## config.mk

```make
export PLATFORM = sky130hd
export DESIGN_NAME = axi4_simple_master
export DESIGN_NICKNAME = d
export VERILOG_FILES = /design/src/rtl/axi4_simple_master.sv
export SDC_FILE = /design/constraint.sdc
export NUM_CORES = 1
export LEC_CHECK = 0
export ABC_AREA = 1
export BUFFER_PORTS_ARGS = -buffer_cell sky130_fd_sc_hd__buf_2
export CORE_AREA = 2 2 122 124
export DETAILED_ROUTE_END_ITERATION = 8
export DIE_AREA = 0 0 124 126
export PLACE_DENSITY = 0.69
export SYNTH_ARGS = -nofsm -noshare
export SYNTH_HDL_FRONTEND = slang
export SYNTH_SLANG_ARGS = --single-unit
```

## constraint.sdc

```tcl
create_clock -name ACLK -period 3.55 [get_ports ACLK]
set_input_delay 0 -clock ACLK [delete_from_list [all_inputs] [get_ports ACLK]]
set_output_delay 0 -clock ACLK [all_outputs]
set_load 0.1 [all_outputs]
```

## src/rtl/axi4_simple_master.sv

```systemverilog
// axi4_simple_master: turns a single-word request/response interface into
// single-beat AXI4 read/write transactions, one outstanding at a time.
module axi4_simple_master #(
  parameter int ADDR_WIDTH = 32,
  parameter int DATA_WIDTH = 32
) (
  input  logic                      ACLK,
  input  logic                      ARESETN,
  // requester side
  input  logic                      req_valid,
  output logic                      req_ready,
  input  logic                      req_write,
  input  logic [ADDR_WIDTH-1:0]     req_addr,
  input  logic [DATA_WIDTH-1:0]     req_wdata,
  input  logic [DATA_WIDTH/8-1:0]   req_wstrb,
  output logic                      rsp_valid,
  input  logic                      rsp_ready,
  output logic                      rsp_write,
  output logic [DATA_WIDTH-1:0]     rsp_rdata,
  output logic [1:0]                rsp_resp,
  output logic                      busy,
  // write address channel
  output logic [ADDR_WIDTH-1:0]     M_AXI_awaddr,
  output logic [7:0]                M_AXI_awlen,
  output logic [2:0]                M_AXI_awsize,
  output logic [1:0]                M_AXI_awburst,
  output logic [1:0]                M_AXI_awlock,
  output logic [3:0]                M_AXI_awcache,
  output logic [2:0]                M_AXI_awprot,
  output logic [3:0]                M_AXI_awregion,
  output logic [3:0]                M_AXI_awqos,
  output logic                      M_AXI_awvalid,
  input  logic                      M_AXI_awready,
  // write data channel
  output logic [DATA_WIDTH-1:0]     M_AXI_wdata,
  output logic [DATA_WIDTH/8-1:0]   M_AXI_wstrb,
  output logic                      M_AXI_wlast,
  output logic                      M_AXI_wvalid,
  input  logic                      M_AXI_wready,
  // write response channel
  input  logic [1:0]                M_AXI_bresp,
  input  logic                      M_AXI_bvalid,
  output logic                      M_AXI_bready,
  // read address channel
  output logic [ADDR_WIDTH-1:0]     M_AXI_araddr,
  output logic [7:0]                M_AXI_arlen,
  output logic [2:0]                M_AXI_arsize,
  output logic [1:0]                M_AXI_arburst,
  output logic [1:0]                M_AXI_arlock,
  output logic [3:0]                M_AXI_arcache,
  output logic [2:0]                M_AXI_arprot,
  output logic [3:0]                M_AXI_arregion,
  output logic [3:0]                M_AXI_arqos,
  output logic                      M_AXI_arvalid,
  input  logic                      M_AXI_arready,
  // read data channel
  input  logic [DATA_WIDTH-1:0]     M_AXI_rdata,
  input  logic [1:0]                M_AXI_rresp,
  input  logic                      M_AXI_rlast,
  input  logic                      M_AXI_rvalid,
  output logic                      M_AXI_rready
);

  localparam int STRB = DATA_WIDTH / 8;
  localparam int SIZE = $clog2(STRB);
  localparam logic [ADDR_WIDTH-1:0] ADDR_MASK = ~(ADDR_WIDTH'(STRB - 1));

  typedef enum logic [2:0] {
    S_IDLE,
    S_WR,
    S_WR_B,
    S_RD_A,
    S_RD_R,
    S_RESP
  } state_t;

  state_t                r_state;
  state_t                w_next;

  logic                  r_armed;
  logic [ADDR_WIDTH-1:0] r_addr;
  logic [DATA_WIDTH-1:0] r_wdata;
  logic [STRB-1:0]       r_wstrb;
  logic                  r_aw_done;
  logic                  r_w_done;
  logic                  r_first;
  logic [DATA_WIDTH-1:0] r_rsp_rdata;
  logic [1:0]            r_rsp_resp;
  logic                  r_rsp_write;

  logic                  w_accept;
  logic                  w_aw_hs;
  logic                  w_w_hs;
  logic                  w_b_hs;
  logic                  w_ar_hs;
  logic                  w_r_hs;
  logic                  w_rsp_hs;

  // Handshake and output decode; valid/ready outputs come straight from
  // registered state so they are all low while ARESETN is asserted.
  assign req_ready     = r_armed && (r_state == S_IDLE);
  assign busy          = (r_state != S_IDLE);
  assign M_AXI_awvalid = (r_state == S_WR) && !r_aw_done;
  assign M_AXI_wvalid  = (r_state == S_WR) && !r_w_done;
  assign M_AXI_wlast   = M_AXI_wvalid;
  assign M_AXI_bready  = (r_state == S_WR_B);
  assign M_AXI_arvalid = (r_state == S_RD_A);
  assign M_AXI_rready  = (r_state == S_RD_R);
  assign rsp_valid     = (r_state == S_RESP);

  assign w_accept = req_valid && req_ready;
  assign w_aw_hs  = M_AXI_awvalid && M_AXI_awready;
  assign w_w_hs   = M_AXI_wvalid && M_AXI_wready;
  assign w_b_hs   = M_AXI_bvalid && M_AXI_bready;
  assign w_ar_hs  = M_AXI_arvalid && M_AXI_arready;
  assign w_r_hs   = M_AXI_rvalid && M_AXI_rready;
  assign w_rsp_hs = rsp_valid && rsp_ready;

  assign rsp_write = r_rsp_write;
  assign rsp_rdata = r_rsp_rdata;
  assign rsp_resp  = r_rsp_resp;

  assign M_AXI_awaddr   = r_addr;
  assign M_AXI_araddr   = r_addr;
  assign M_AXI_wdata    = r_wdata;
  assign M_AXI_wstrb    = r_wstrb;
  assign M_AXI_awlen    = '0;
  assign M_AXI_arlen    = '0;
  assign M_AXI_awsize   = 3'(SIZE);
  assign M_AXI_arsize   = 3'(SIZE);
  assign M_AXI_awburst  = 2'b01;
  assign M_AXI_arburst  = 2'b01;
  assign M_AXI_awlock   = '0;
  assign M_AXI_arlock   = '0;
  assign M_AXI_awcache  = '0;
  assign M_AXI_arcache  = '0;
  assign M_AXI_awprot   = '0;
  assign M_AXI_arprot   = '0;
  assign M_AXI_awregion = '0;
  assign M_AXI_arregion = '0;
  assign M_AXI_awqos    = '0;
  assign M_AXI_arqos    = '0;

  // State register
  always_ff @(posedge ACLK or negedge ARESETN) begin
    if (!ARESETN) begin
      r_state <= S_IDLE;
    end else begin
      r_state <= w_next;
    end
  end

  // Next-state logic; WR completes when both channels are done, counting a
  // handshake happening in the current cycle as done.
  always_comb begin
    w_next = r_state;
    case (r_state)
      S_IDLE: begin
        if (w_accept) begin
          w_next = req_write ? S_WR : S_RD_A;
        end
      end
      S_WR: begin
        if ((r_aw_done || w_aw_hs) && (r_w_done || w_w_hs)) begin
          w_next = S_WR_B;
        end
      end
      S_WR_B: begin
        if (w_b_hs) begin
          w_next = S_RESP;
        end
      end
      S_RD_A: begin
        if (w_ar_hs) begin
          w_next = S_RD_R;
        end
      end
      S_RD_R: begin
        if (w_r_hs && M_AXI_rlast) begin
          w_next = S_RESP;
        end
      end
      S_RESP: begin
        if (w_rsp_hs) begin
          w_next = S_IDLE;
        end
      end
      default: w_next = S_IDLE;
    endcase
  end

  // Request capture, per-channel done flags and response latching
  always_ff @(posedge ACLK or negedge ARESETN) begin
    if (!ARESETN) begin
      r_armed     <= 1'b0;
      r_addr      <= '0;
      r_wdata     <= '0;
      r_wstrb     <= '0;
      r_aw_done   <= 1'b0;
      r_w_done    <= 1'b0;
      r_first     <= 1'b0;
      r_rsp_rdata <= '0;
      r_rsp_resp  <= '0;
      r_rsp_write <= 1'b0;
    end else begin
      r_armed <= 1'b1;
      if (w_accept) begin
        r_addr    <= req_addr & ADDR_MASK;
        r_wdata   <= req_wdata;
        r_wstrb   <= req_wstrb;
        r_aw_done <= 1'b0;
        r_w_done  <= 1'b0;
        r_first   <= 1'b1;
      end
      if (w_aw_hs) begin
        r_aw_done <= 1'b1;
      end
      if (w_w_hs) begin
        r_w_done <= 1'b1;
      end
      if (w_b_hs) begin
        r_rsp_rdata <= '0;
        r_rsp_resp  <= M_AXI_bresp;
        r_rsp_write <= 1'b1;
      end
      // only the first read beat is kept; extra beats are drained and dropped
      if (w_r_hs && r_first) begin
        r_rsp_rdata <= M_AXI_rdata;
        r_rsp_resp  <= M_AXI_rresp;
        r_rsp_write <= 1'b0;
        r_first     <= 1'b0;
      end
    end
  end

endmodule

```

======== Word level (Yosys, flattened, before mapping) ========
Cells that the tools add are included.
word-level totals
  flip-flop bits (word level) ............. 108
  input port bits ......................... 115
  output and inout bits ................... 204
  word-level logic and storage cells ...... 65
operators by class
  reduce and logical (&&, ||, !) cells .... 24
  eq/ne operators ......................... 11
  mux-type cells .......................... 19
operators by type and width
  kind                                                                   count
  32-bit 2-to-1 mux                                                      2
  3-bit 2-to-1 mux                                                       6
  3-bit case mux with 6 select lines                                     1
  1-bit logical AND                                                      13
  2-bit by 1-bit != test with 1-bit output, second input constant        5
  2-bit nonzero test                                                     4
  1-bit 2-to-1 mux                                                       7
  3-bit by 2-bit equality test with 1-bit output, second input constant  2
  3-bit equality test, second input constant                             2
  2-bit 2-to-1 mux                                                       3
  6-bit AND reduction                                                    1
  3-bit by 1-bit equality test with 1-bit output, second input constant  1
  3-bit zero test                                                        1
  3-bit nonzero test                                                     1
  1-bit zero test                                                        2
  1-bit logical OR                                                       2
  2-bit != test, second input constant                                   1

======== Logic depth before layout (Yosys ltp) ========
Gate-level depths: netlist (run 1).
  depth in word-level cells ............... 7
  depth in mapped cells ................... 9
  depth with buffers taken out ............ 8

======== Worst setup path after synthesis (run 1) ========
OpenSTA, ideal clock, no wires.
  kind .................................... flip-flop to output port
  start point ............................. register r_state[2]
  end point ............................... output port M_AXI_wvalid
  path slack .............................. 1.099 ns
  required time ........................... 3.550 ns
  data arrival time ....................... 2.451 ns
  cell stages (with the launch flop) ...... 5
  path buffers ............................ 1
  cell sequence ........................... dfrtp_1 > inv_2 > nand3_1 > nor2_1 > buf_4
on the way
  word-level cells in the longest chain between the ends .. 2
ends and longest elaborated chain
  item                                            RTL line  text
  start: declaration                              77        state_t r_state;
  start signal: assignment                        149       r_state <= w_next;
  3-bit by 1-bit equality test with 1-bit output  104       assign M_AXI_wvalid = (r_state == S_WR) && !r_w_done;
  1-bit logical AND                               104
  end: declaration                                38        output logic M_AXI_wvalid,
Every way passes these cells.

======== Worst setup path in the final report (run 1) ========
  start point ............................. register r_state[0]
  end point ............................... register r_first
on the way
  word-level cells in the longest chain between the ends .. 4
  elaborated cells on any way between the ends .. 8
  those cells by class .................... eq/ne: 1; mux: 1; reduce/logical: 6
ends and longest elaborated chain
  item                                                    RTL line  text
  3-bit equality test or 3-bit zero test (tied branches)  108, 101
  1-bit logical AND (on tied branches)                    116, 101
  1-bit logical AND (on tied branches)                    227, 111
  1-bit 2-to-1 mux or 2-bit nonzero test (tied branches)  -
  end signal: assignment                                  201       r_first <= 1'b0;
  end signal: assignment                                  213       r_first <= 1'b1;
  end signal: assignment                                  231       r_first <= 1'b0;
  end: declaration                                        86        logic r_first;
Several ways; a longest one is shown, not always the timed one.
A chain may end at the register's enable or synchronous reset.

==> impl_metrics.ini, run 1 <==
[worst_setup_path]
cp.arrival_ps = 2380
startpoint = r_state[0]
critPathKind = register to register
cp-start-kind = register
crit_fanout = 68
regToRegStartpoint = r_state[0]
cp_data_required_time_ps = 3780
end_kind = register

[sta]
fin_tns_setup_ps = 0
fin_crit_sh_pct = 60.49
finalHoldViolCount = 0
hold-worst-slack_ps = 103.2
worst_pin_slew_ps = 1028
clock_skew_ps = 8.400
drv_slew = 0
fmax_ghz = 0.4657
rsz0062_at_grt = no
fin_ws_ps = 1403
relSlewSlack_pct = 31.44
setup_violations = 0
min_period_ps = 2147

[global_routing]
antenna_found_initial = 0
gr-total-overflow = 0
grt_pass1_vias = 4428
grt_pass1_wl_um = 21040
grtUsageTotal_pct = 17.28
grt_max_degree = 109

[placement]
hpwl_um = 8514
post-place-ws_ps = 1386
gp_congestion = 0.7628
io_buffers = 252

[logic_synthesis]
synth_top_family_by_area = simple AND/OR/NAND/NOR gates
synthTopCellsByArea = dfrtp_1 (54%), nand2_1 (22%), buf_4 (14%)
synthSimpleGateAreaFrac_pct = 26.37
yosysSeqAreaShare_pct = 53.74
ys_warn_count = 0
syn_inst = 585
synth-xor-area-share_pct = 0
synthMuxAreaShare_pct = 0
synth_top_area_share_pct = 53.74
yosys.cell_types.count = 22
synth_top_area_cell = dfrtp_1
ys_ff_latch = 108
avgSynthCellArea_um2 = 8.596
yosys.area_share.adder_pct = 0
synth_compound_area_share_pct = 1.443
synth.cell_area_um2 = 5029

[clock_network]
cts_buffers = 9
path_clk_slew_ps = 70
post_cts_resized = 0
cts-root-buf = clkbuf_16
clk_path_buf_depth = 2
cts_tree = built
clkLatencyLatePin_ps = 340
cts_max_level = 3
cts_sinks = 108

[finish]
final_cell_mix = nand2_1 (295), buf_2 (251), dlygate4sd3_1 (111)
num_antenna_cells = 0
drive_above_1_share_pct = 31.69
fillers = 1291
layout_commonest_cell = nand2_1
areaGrowthSynthToFinish_pct = 46.53
final_nets = 1025
post-route-util_pct = 51.48
multi_input_area_um2 = 1643
final-seq-area_um2 = 2703

[run]
max_cap_viol_count = 0

[routing]
drt-met1-wl_um = 5561
dr.pass1.iters = 5
drcViolationCount = 0
vias = 4590
viasPerCell = 4.177
wl_met3_um = 1034
ant_nets = 0
met2_length_um = 6923
wl_per_cell_um = 12.55
postRouteWirelength_um = 13790
top_layer_used = met4
drtIter0Drc = 104

[min_path]
hold_path_class = input pin to register
min_from = M_AXI_rvalid

[floorplan]
dieHeight_um = 126
start_util_pct = 35.13
core_um2 = 14310
dieWidth_um = 124
die_area_um2 = 15620
fp-row-count = 44
io_pins = 319

[run_status]
outcome = completed
## per-layer routing
metal	track usage [%]	vias up
met5	0	-
met4	6.940	0
met3	3.986	18
met2	30.80	218
met1	19.73	2098
li1	-	2256
## final timing paths
path | end | slack [ps] | cells after the start
worst min register to register | rsp_rdata[3] | 470 | 2
worst max-delay path | r_first | 1400 | 6
worst max register to register | r_first | 1400 | 6
min in group asynchronous | M_AXI_araddr[10] | 260 | 3
worst min-delay path | r_first | 100 | 3
max in group asynchronous | M_AXI_wdata[14] | 2820 | 3
## Yosys cell counts
| cell | n |
|---|---|
| buf_8 | 1 |
| nand3_1 | 5 |
| nand2_2 | 12 |
| nand3b_1 | 1 |
| clkbuf_1 | 2 |
| nor2_4 | 2 |
| o21ai_0 | 5 |
| clkinv_2 | 1 |
| conb_1 | 2 |
| nand4_1 | 4 |
| clkinv_1 | 1 |
| buf_2 | 8 |
| nand2_1 | 295 |
| buf_4 | 96 |
| a21oi_1 | 8 |
| nand2_4 | 1 |
| o21a_1 | 1 |
| dfrtp_1 | 108 |
| nor2_1 | 14 |
| buf_6 | 8 |
| inv_1 | 7 |
| inv_2 | 3 |
## stage by stage
| stage | area (um2) | std cells |
|---|---|---|
| finish | 7368 | 1099 |
| global route | 7368 | 1099 |
| global placement | 5921 | 972 |
| detailed placement | 5921 | 972 |
| floorplan | 5265 | 648 |
| CTS | 7368 | 1099 |
## final cells by class
| type | instances | area share [%] |
|---|---|---|
| Clock buffer | 11 | 3.430 |
| Clock inverter | 5 | 1.138 |
| Inverter | 12 | 0.6283 |
| Multi-Input combinational cell | 413 | 22.30 |
| Sequential cell | 108 | 36.68 |
| Tap cell | 184 | 3.124 |
| Timing Repair Buffer | 366 | 32.71 |
## kinds of logic (layout without fill, tap and decap cells)
| logic type | count (synthesis) | count (layout) |
|---|---|---|
| simple gates | 334 | 334 |
| buf+inv | 127 | 394 |
| flops | 108 | 108 |
| compound gates | 14 | 14 |
| other cells | 2 | 65 |
## what timing repair did
action | CTS | global route
endpoints found under the hold margin | 213 | 0
hold buffers | 111 | 0
buffers inserted | 0 | 0
## worst max-delay path, stage by stage, from the launching register on
cell and delay (ps):
dfrtp_1 480, nor2_4 70, nand2_2 120, nor2_4 50, nand2_4 50, clkinv_2 770, o21a_1 470
## registers in the layout (all words and copies together), names as in the netlist, 2 cells and up
register and count:
rsp_rdata 32, M_AXI_wstrb 4, r_state 3, M_AXI_wdata 32, M_AXI_araddr 30, rsp_resp 2
Power of run 1 is not shown: default switching activity piles up to over one toggle a cycle in this logic, so the estimate is an artifact.
==> inputs of run 2 (changes only) <==
- CORE_AREA: 2 2 122 124 -> 2 2 124 126
- DIE_AREA: 0 0 124 126 -> 0 0 126 128
- PLACE_DENSITY: 0.69 -> 0.7
- clock period: 3.55 -> 1.9 ns (I/O delays scaled with it)
==> run 2 against run 1 <==
- worst hold slack better by 28 ps
- maximum frequency grew 19%
- critical path depth grew 2
- routed wire length up 3.3%
- via count increased by 1.3%
- global-route usage grew 0.17 points
==> impl_metrics.ini, run 2 (synthesis gave the netlist of run 1 again) <==
[global_routing]
grtUsageTotal_pct = 17.46
grt_max_degree = 109
grt_pass1_wl_um = 22400
grt_pass1_vias = 4518
gr-total-overflow = 0
antenna_found_initial = 0

[worst_setup_path]
r2r_end = r_state[1]
cp_data_required_time_ps = 2130
cp-start-kind = register
reg2regPathDepth = 8
crit_fanout = 5
cpPeakStageDelay_ps = 550
r2r_slack_ps = 100
startpoint = r_state[1]
cpMaxStageDelayCell = dlygate4sd3_1
end_kind = register
cp.arrival_ps = 2030
critPathKind = register to register
crit_chain = nor2_4, buf_4, nand2_8, a21oi_2, nor2_1, nand4_1, nand2_1, dlygate4sd3_1
regToRegStartpoint = r_state[1]

[finish]
layout_commonest_cell = nand2_1
num_antenna_cells = 0
finalNonFillerCells = 1108
final_cell_mix = nand2_1 (295), buf_2 (251), dlygate4sd3_1 (110)
multi_input_area_um2 = 1670
final_nets = 1031
areaGrowthSynthToFinish_pct = 47.87
final-seq-area_um2 = 2705
drive_above_1_share_pct = 32.83
fillers = 1344
post-route-util_pct = 50.03
design_area_um2 = 7436

[sta]
min_period_ps = 1803
worst_pin_slew_ps = 584.6
clock_skew_ps = 11.40
fin_crit_sh_pct = 94.90
setup_violations = 0
rsz0062_at_grt = no
drv_slew = 0
fmax_ghz = 0.5546
relSlewSlack_pct = 61.03
finalHoldViolCount = 0

[floorplan]
core_um2 = 14860
die_area_um2 = 16130
io_pins = 319
dieHeight_um = 128
start_util_pct = 33.83
dieWidth_um = 126
fp-row-count = 45

[routing]
wl_met3_um = 889
vias = 4648
top_layer_used = met4
ant_nets = 0
wl_per_cell_um = 12.85
viasPerCell = 4.195
dr.pass1.iters = 4
postRouteWirelength_um = 14240
drcViolationCount = 0
met2_length_um = 7321
drt-met1-wl_um = 5679
drtIter0Drc = 156

[placement]
dpl_cell_area_um2 = 6021
gp_congestion = 0.7990
io_buffers = 252
place_inst = 981
hpwl_um = 9053

[clock_network]
cts_tree = built
clk_path_buf_depth = 2
path_clk_slew_ps = 70
cts_sinks = 108
cts_buffers = 9
cts-root-buf = clkbuf_16
clkLatencyLatePin_ps = 350
cts_max_level = 3

[min_path]
hold_path_class = input pin to register
min_from = M_AXI_rvalid
hold_depth = 4
whs_endpoint = r_first

[run_status]
outcome = completed

[run]
max_cap_viol_count = 0
-- run 2: cell count changes in the layout (fill, tap and decap cells not counted), sizes merged --
cell / before / now
inv: 10 / 11
bufinv: 2 / 0
buf: 255 / 262
clkbuf: 11 / 10
dlygate4sd3: 111 / 110
clkinv: 3 / 4
-- run 2: routing by layer --
| layer | up-vias | track usage, % |
|---|---|---|
| met5 | - | 0 |
| met4 | 0 | 7.628 |
| met3 | 24 | 3.464 |
| met2 | 218 | 30.96 |
| met1 | 2135 | 20.58 |
| li1 | 2271 | - |
-- run 2: final cells by class --
type,count,area share (%)
flip-flops and latches,108,36.38
repair buffers,372,33.65
multi-input cells,413,22.46
clock buffers,10,3.214
well taps,188,3.163
inverters,12,0.6226
clock inverters,5,0.5048
-- run 2: what timing repair did --
item,CTS,global route
gates resized for setup,0,3
setup buffers,0,2
hold buffers,110,0
endpoints found under the hold margin,213,0
endpoints found under the setup margin,0,3
-- run 2: stage by stage --
stage	hold WS [ps]	TNS (ps)	worst slack [ps]
finish	131.3	0	96.88
global route	155.0	0	2.947
CTS	120.9	0	36.27
detailed placement	128.0	0	329.6
global placement	124.2	0	355.4
floorplan	-295.6	-3872	-102.6
-- run 2: critical path, delay by kind of cell (launching register included) --
family / cells / cell delay (ps)
buf+inv: 2 / 700
flops: 1 / 450
simple gates: 5 / 410
compound gates: 1 / 110
-- run 2: how the worst max path moves through the flow --
| stage | to | slack (ps) | depth (start not counted) |
|---|---|---|---|
| global placement | rsp_rdata[25] | 360 | 9 |
| detailed placement | M_AXI_wdata[24] | 330 | 8 |
| finish | r_state[1] | 100 | 8 |
| floorplan | M_AXI_araddr[10] | -100 | 9 |
| global route | rsp_resp[0] | 3 | 7 |
| CTS | rsp_resp[1] | 40 | 7 |
Power of run 2 is left out for the same reason.
